`src/rtl/mem_bus_arbiter_pkg.sv`:
```
// Shared definitions for the two-master memory bus arbiter: FSM states, master IDs
// and the default bus width.
package mem_bus_arbiter_pkg;

    localparam int CPU_WIDTH = 32;

    typedef enum logic [1:0] {
        ARB_IDLE = 2'd0,
        ARB_REQ  = 2'd1,
        ARB_RSP  = 2'd2
    } arb_state_t;

    localparam logic ARB_M_IFU = 1'b0;
    localparam logic ARB_M_LSU = 1'b1;

endpackage

```
`src/rtl/mem_bus_arbiter_rr.sv`:
```
// Two-input round-robin grant: a lone requester always wins, a tie goes to the
// master that did not win last time. Output is one-hot (or zero when idle).
module rr_arbiter2
    import mem_bus_arbiter_pkg::*;
(
    input  logic [1:0] valid,
    input  logic       last_grant,
    output logic [1:0] grant
);

    always_comb begin
        grant = valid;
        if (&valid) begin
            grant = 2'b00;
            grant[~last_grant] = 1'b1;
        end
    end

endmodule

```
`src/rtl/mem_bus_arbiter.sv`:
```
// Serialises IFU (m0) and LSU (m1) transactions onto the single memory bus, one
// outstanding request at a time. Request fields are captured at grant.
module mem_bus_arbiter
    import mem_bus_arbiter_pkg::*;
#(
    parameter int AW = CPU_WIDTH,
    parameter int DW = CPU_WIDTH
) (
    input  logic            clk,
    input  logic            rst,
    input  logic            i_m0_req_valid,
    output logic            o_m0_req_ready,
    input  logic [AW-1:0]   i_m0_addr,
    output logic            o_m0_rsp_valid,
    input  logic            i_m0_rsp_ready,
    input  logic            i_m1_req_valid,
    output logic            o_m1_req_ready,
    input  logic [AW-1:0]   i_m1_addr,
    input  logic            i_m1_wen,
    input  logic [DW-1:0]   i_m1_wdata,
    input  logic [DW/8-1:0] i_m1_wmask,
    output logic            o_m1_rsp_valid,
    input  logic            i_m1_rsp_ready,
    output logic [DW-1:0]   o_m_rdata,
    output logic            o_s_req_valid,
    input  logic            i_s_req_ready,
    output logic [AW-1:0]   o_s_addr,
    output logic            o_s_wen,
    output logic [DW-1:0]   o_s_wdata,
    output logic [DW/8-1:0] o_s_wmask,
    input  logic            i_s_rsp_valid,
    output logic            o_s_rsp_ready,
    input  logic [DW-1:0]   i_s_rdata
);

    localparam int MW = DW / 8;

    arb_state_t      state_q, state_d;
    logic            owner_q;
    logic            last_grant_q;
    logic [AW-1:0]   addr_q;
    logic            wen_q;
    logic [DW-1:0]   wdata_q;
    logic [MW-1:0]   wmask_q;

    logic [1:0]      grant;
    logic            grant_fire;
    logic            rsp_fire;
    logic            owner_rsp_ready;
    logic            lsu_wins;

    rr_arbiter2 u_rr (
        .valid      ({i_m1_req_valid, i_m0_req_valid}),
        .last_grant (last_grant_q),
        .grant      (grant)
    );

    assign lsu_wins        = grant[ARB_M_LSU];
    assign owner_rsp_ready = (owner_q == ARB_M_LSU) ? i_m1_rsp_ready : i_m0_rsp_ready;

    // Reset is synchronous, so the registers still hold stale values during the
    // reset cycle; gating keeps every output at 0 until reset has released.
    assign o_s_addr  = rst ? '0 : addr_q;
    assign o_s_wen   = rst ? 1'b0 : wen_q;
    assign o_s_wdata = rst ? '0 : wdata_q;
    assign o_s_wmask = rst ? '0 : wmask_q;

    always_comb begin
        // NOTE: every signal gets a default first so no path through here infers a latch.
        state_d        = state_q;
        grant_fire     = 1'b0;
        rsp_fire       = 1'b0;
        o_m0_req_ready = 1'b0;
        o_m1_req_ready = 1'b0;
        o_m0_rsp_valid = 1'b0;
        o_m1_rsp_valid = 1'b0;
        o_m_rdata      = '0;
        o_s_req_valid  = 1'b0;
        o_s_rsp_ready  = 1'b0;
        if (!rst) begin
            unique case (state_q)
                ARB_IDLE: begin
                    o_m0_req_ready = grant[ARB_M_IFU];
                    o_m1_req_ready = grant[ARB_M_LSU];
                    if (|grant) begin
                        grant_fire = 1'b1;
                        state_d    = ARB_REQ;
                    end
                end
                ARB_REQ: begin
                    o_s_req_valid = 1'b1;
                    if (i_s_req_ready) state_d = ARB_RSP;
                end
                ARB_RSP: begin
                    o_s_rsp_ready = owner_rsp_ready;
                    o_m_rdata     = i_s_rdata;
                    if (owner_q == ARB_M_LSU) o_m1_rsp_valid = i_s_rsp_valid;
                    else                      o_m0_rsp_valid = i_s_rsp_valid;
                    if (i_s_rsp_valid && owner_rsp_ready) begin
                        rsp_fire = 1'b1;
                        state_d  = ARB_IDLE;
                    end
                end
                default: state_d = ARB_IDLE;
            endcase
        end
    end

    // NOTE: sequential state uses non-blocking assignments so all registers update together.
    always_ff @(posedge clk) begin
        if (rst) state_q <= ARB_IDLE;
        else     state_q <= state_d;
    end

    always_ff @(posedge clk) begin
        if (rst) begin
            owner_q      <= ARB_M_IFU;
            last_grant_q <= ARB_M_LSU;
            addr_q       <= '0;
            wen_q        <= 1'b0;
            wdata_q      <= '0;
            wmask_q      <= '0;
        end else begin
            if (grant_fire) begin
                // The IFU is read-only, so its write fields are forced to 0.
                owner_q <= lsu_wins;
                addr_q  <= lsu_wins ? i_m1_addr : i_m0_addr;
                wen_q   <= lsu_wins & i_m1_wen;
                wdata_q <= lsu_wins ? i_m1_wdata : '0;
                wmask_q <= lsu_wins ? i_m1_wmask : '0;
            end
            if (rsp_fire) last_grant_q <= owner_q;
        end
    end

endmodule

```
`config.mk`:
```
export PLATFORM = sky130hd
export DESIGN_NAME = mem_bus_arbiter
export DESIGN_NICKNAME = d
export VERILOG_FILES = /design/src/rtl/mem_bus_arbiter_pkg.sv /design/src/rtl/mem_bus_arbiter_rr.sv /design/src/rtl/mem_bus_arbiter.sv
export SDC_FILE = /design/constraint.sdc
export NUM_CORES = 1
export LEC_CHECK = 0
export ABC_AREA = 1
export CORE_AREA = 3 3 104 106
export DETAILED_ROUTE_END_ITERATION = 12
export DIE_AREA = 0 0 107 109
export PLACE_DENSITY = 0.85
export SLEW_MARGIN = 20
export SYNTH_ARGS = -nofsm -noshare
export SYNTH_HDL_FRONTEND = slang
export SYNTH_SLANG_ARGS = --single-unit
```
`constraint.sdc`:
```
create_clock -name clk -period 3.5 [get_ports clk]
set_input_delay 0.7 -clock clk [delete_from_list [all_inputs] [get_ports clk]]
set_output_delay 0.7 -clock clk [all_outputs]
set_load 0.005 [all_outputs]
```
; Word-level counts from Yosys, hierarchy flattened
; Cells that the tools add are included.
[totals]
latchBits = 0
output_inout_bits = 107
mem_count = 0
reg_bits = 73
mem_bits_rw = 0
romBits = 0
word_cells = 59
inputBits = 141
[op_classes]
n_eq_ne = 5
reduce_logical = 6
n_mul = 0
div_mod_pow = 0
bitwise = 2
shift = 0
n_mux = 37
n_lt_le_gt_ge = 2
add_sub_neg = 0
[op_table]
columns = operator, count
row1 = 32-bit 2-to-1 mux, 6
row2 = 1-bit 2-to-1 mux, 23
row3 = 2-bit 2-to-1 mux, 4
row4 = 4-bit 2-to-1 mux, 2
row5 = 2-bit != test (second input constant), 3
row6 = 2-bit case mux with 3 select lines, 1
row7 = 3-bit AND reduction, 1
row8 = 2-bit by 1-bit == test with 1-bit output (second input constant), 1
row9 = 2-bit == test (second input constant), 1
row10 = 1-bit logical AND, 2
row11 = 2-bit logical NOT, 1
row12 = 1-bit by 2-bit < comparator with 1-bit output (second input constant), 1
row13 = 2-bit AND reduction, 1
row14 = 2-bit OR reduction, 1
row15 = 1-bit AND, 1
row16 = 1-bit demux with 1-bit select, 1
row17 = 1-bit >= comparator (second input constant), 1
row18 = 1-bit NOT, 1

; Logic depth before layout (Yosys ltp)
[logic_depth]
word_depth = 10
mapped_depth = 8
ltp_nobuf = 6

; By module
; From an unflattened synthesis, not the netlist that was laid out.
[unflattened]
hier_cells = 689
hier_area_um2 = 3893.7
[by_module_without_submodules]
columns = mod, instances, seq_area_each_um2, cells_per_inst, area_each_um2
row1 = mem_bus_arbiter, 1, 1461.4, 684, 3872.5
row2 = rr_arbiter2, 1, 0.0, 5, 21.3

; Worst setup path before layout
; OpenSTA, ideal clock, no wires.
[synth_timing]
path_kind = input -> output
from = input rst
to = output o_m_rdata[0]
slack_ns = 1.396
required_time_ns = 2.800
n_path_buf = 2
stages = 5
arrival_ns = 1.404
path_cell_list = buf_6 -> nor3_2 -> inv_2 -> buf_2 -> nor2_1
[synth_between]
elab_chain_cells = 1
[synth_lines]
columns = element, line_no
row1 = from (decl), mem_bus_arbiter.sv:10  ; input logic rst,
row2 = 32-bit 2-to-1 mux, mem_bus_arbiter.sv:80  ; if (!rst) begin
row3 = to (decl), mem_bus_arbiter.sv:24  ; output logic [DW-1:0] o_m_rdata,
; Every way passes these cells.

; Worst setup path in the final report
[layout_timing]
from = input i_m1_req_valid
to = output o_m0_req_ready
[layout_between]
elab_chain_cells = 4
[layout_lines]
columns = element, line_no
row1 = from (decl), mem_bus_arbiter.sv:16  ; input logic i_m1_req_valid,
row2 = 2-bit AND reduction, mem_bus_arbiter_rr.sv:13  ; if (&valid) begin
row3 = 2-bit 2-to-1 mux, mem_bus_arbiter_rr.sv:13
row4 = 1-bit 2-to-1 mux, mem_bus_arbiter.sv:81  ; unique case (state_q)
row5 = 1-bit 2-to-1 mux, mem_bus_arbiter.sv:80
row6 = to (decl), mem_bus_arbiter.sv:12  ; output logic o_m0_req_ready,
; Every way passes these cells.

==> results.md <==
* Status: finished clean
* Placed inst area at 0.00644 mm2
* Startpoint Class: input port
* Initial antenna violation count at 0
* Sequential area share after synthesis at 36.6%
* Detailed Routing Iterations Pass 1 at 4
* Die Height at 109 um
* RSZ-0062 raised after global routing: no
* Final WL at 12.7 mm
* Top FF cell, synth: dfxtp_1
* Critical Path RT at 2.80 ns
* Core ar. at 0.00986 mm2
* Asr flop ratio synth at 0%
* Maximum root-to-sink buffer count at 2
* Crit Path Max Fanout at 9
* Worst path max stage delay at 0.64 ns
* Synthesized flop and latch total at 73
* Vias per std cell at 4.38
* Mapped Nets at 795
* Starting density of the core at 40.4%
* Commonest cells post-synth: nand2_1, nor2_1, inv_1, dfxtp_1, nand3_1
* Via Count at 4449
* Antenna-violating nets left at 0
* Ports at 248
* Vias in the first global route at 4137
* Crit. End Element: output pin
* Crit path kind: in -> out
* Die W at 107 um
* Most frequent CP cell: clkdlybuf4s50_1
* Area fraction of the dominant cell type after synthesis at 36.6%
* Cell with the most instances after synthesis: nand2_1
* GRT Util Overall at 21.3%
* Post-Syn Area per Cell at 6.10 um2
* Clock sink count at 73
* Latest clock arrival within the worst-skew pair at 0.33 ns
* Worst Path Arrival at 2.26 ns
* Global route overflow at 0
* Design Area, Final at 0.00664 mm2
* DRC at 0
* Layout area overhead at 66.3%
* Fin Setup TNS at 0 ns
* Max Slew Vio Count at 0
* Post-CTS sizing at 0
* Hold Violations, Final at 0
* Pre-CTS WS at 0.522 ns
* Max_cap viols at 0
* # rows at 36
* Layout cell share with drive strength beyond 1 at 3.96%
* Antenna Cells at 0
* Final period util at 84.6%
* Hold slack at 0.510 ns
* Ys Warns at 0
* Static Leak at 0.00308 uW
* Pin count of the biggest net entering global routing at 106
* Cell taking the most area after synthesis: dfxtp_1
* Fmax achieved at 338 MHz
* Mapped Area at 0.00399 mm2
* Root buf cell: clkbuf_8
* Min Clock Period, post-route at 2.96 ns
* H-tree levels at 3
* Synth area leaders: dfxtp_1, nand2_1, nor2_1, inv_1, o21bai_1
* DP HPWL at 9.39 mm
* Number of post-CTS setup repair buffers at 0
* Hold Path Class: reg -> reg
* Max transition margin at 64.1%
* Layout Skew at 0.0107 ns
* Power Dens Cells at 330 mW/mm2
* First-pass GRT wire length at 19.9 mm
* Final setup margin at 0.539 ns
* Worst-path clk slew at 0.07 ns
* Critical Path Slowest Stage Cell: clkdlybuf4s50_1
* IO buf count at 247
* Worst Tran Pin Value at 0.538 ns
* EDFF count, synth at 0
* Max rail drop VDD at 0.000247 V
* CTS Hold Bufs at 0
* # setup viols final at 0
* Post-Syn Instances at 654
* CTS tree: yes
* Total of fill cells in the finished design at 875
* GPL Wtd Cong at 0.776
* Die area at 0.0117 mm2
* Crit-path cells: clkdlybuf4s50_1, inv_1, o21ai_0, nor2_1, clkdlybuf4s50_1
* Initial drt markers at 205
* WL/cell at 12.5 um
* Nets@finish at 1020
* Cts bufs inserted at 9
* Netlist cell types at 24
[sequential cells by signal, indices dropped and copies added, names as in the netlist]
name          count
addr_q           32
last_grant_q      1
owner_q           1
state_q           2
wdata_q          32
wen_q             1
wmask_q           4
[layout make-up]
| cell class | instances | area, um2 | area share (%) |
|---|---|---|---|
| timing repair buffer | 253 | 2520 | 38.0 |
| multi-input combinational | 434 | 1880 | 28.3 |
| sequential | 73 | 1460 | 22.0 |
| clock inverter | 5 | 56.3 | 0.848 |
| inverter | 108 | 410 | 6.18 |
| clock buffer | 10 | 138 | 2.07 |
| tap | 133 | 166 | 2.51 |
[per-stage QoR]
step                      utilization, %  instances  power [uW]
after floorplan                        -        654        1250
after global placement              65.3       1001        1560
after detailed placement            65.3       1001        1570
after CTS                           67.3       1016        2220
after global routing                67.3       1016        2330
final                               67.3       1016        2190
[cell usage in the layout, fill, tap and decap left out, drive strengths merged]
cell type | synthesis | layout
a21oi | 2 | 2
buf | 33 | 7
bufinv | 0 | 1
clkbuf | 6 | 10
clkdlybuf4s50 | 0 | 246
clkinv | 1 | 4
clkinvlp | 0 | 1
dfxtp | 73 | 73
inv | 107 | 107
nand2 | 187 | 187
nand3 | 35 | 35
nor2 | 170 | 170
nor3 | 3 | 3
o21ai | 2 | 2
o21bai | 33 | 33
o31ai | 1 | 1
or2 | 1 | 1
[worst max-delay path, delay by kind of cell]
family / cells / cell delay [ns]
and+or+nand+nor: 1 / 0.18
buffers and inverters: 3 / 1.30
AOI/OAI and AO/OA: 1 / 0.07
[routing by layer]
metal	vias up	wire length, um	GRT usage [%]
met3	10	1160	7.76
met1	1926	4920	23.1
li1	2356	-	-
met2	157	6430	39.6
met4	0	162	5.21
met5	-	0	0
[cell families after synthesis]
family | synth area share, %
flops | 36.6
compound gates | 6.90
simple gates | 40.2
buf+inv | 16.3
[worst paths after layout]
kind | from | to | slack, ns | cells past startpoint
max | i_m1_req_valid | o_m0_req_ready | 0.54 | 5
min | addr_q[15]$_SDFFE_PP0P_ | addr_q[15]$_SDFFE_PP0P_ | 0.51 | 2
min reg2reg | addr_q[15]$_SDFFE_PP0P_ | addr_q[15]$_SDFFE_PP0P_ | 0.51 | 2
max reg2reg | state_q[0]$_SDFFE_PP0P_ | addr_q[11]$_SDFFE_PP0P_ | 2.17 | 6
[power breakdown]
group	internal (uW)	switching, uW	total (uW)
combinational	328	270	599
clock	344	305	649
sequential	911	33.7	945
(Power assumes the default switching activity.)
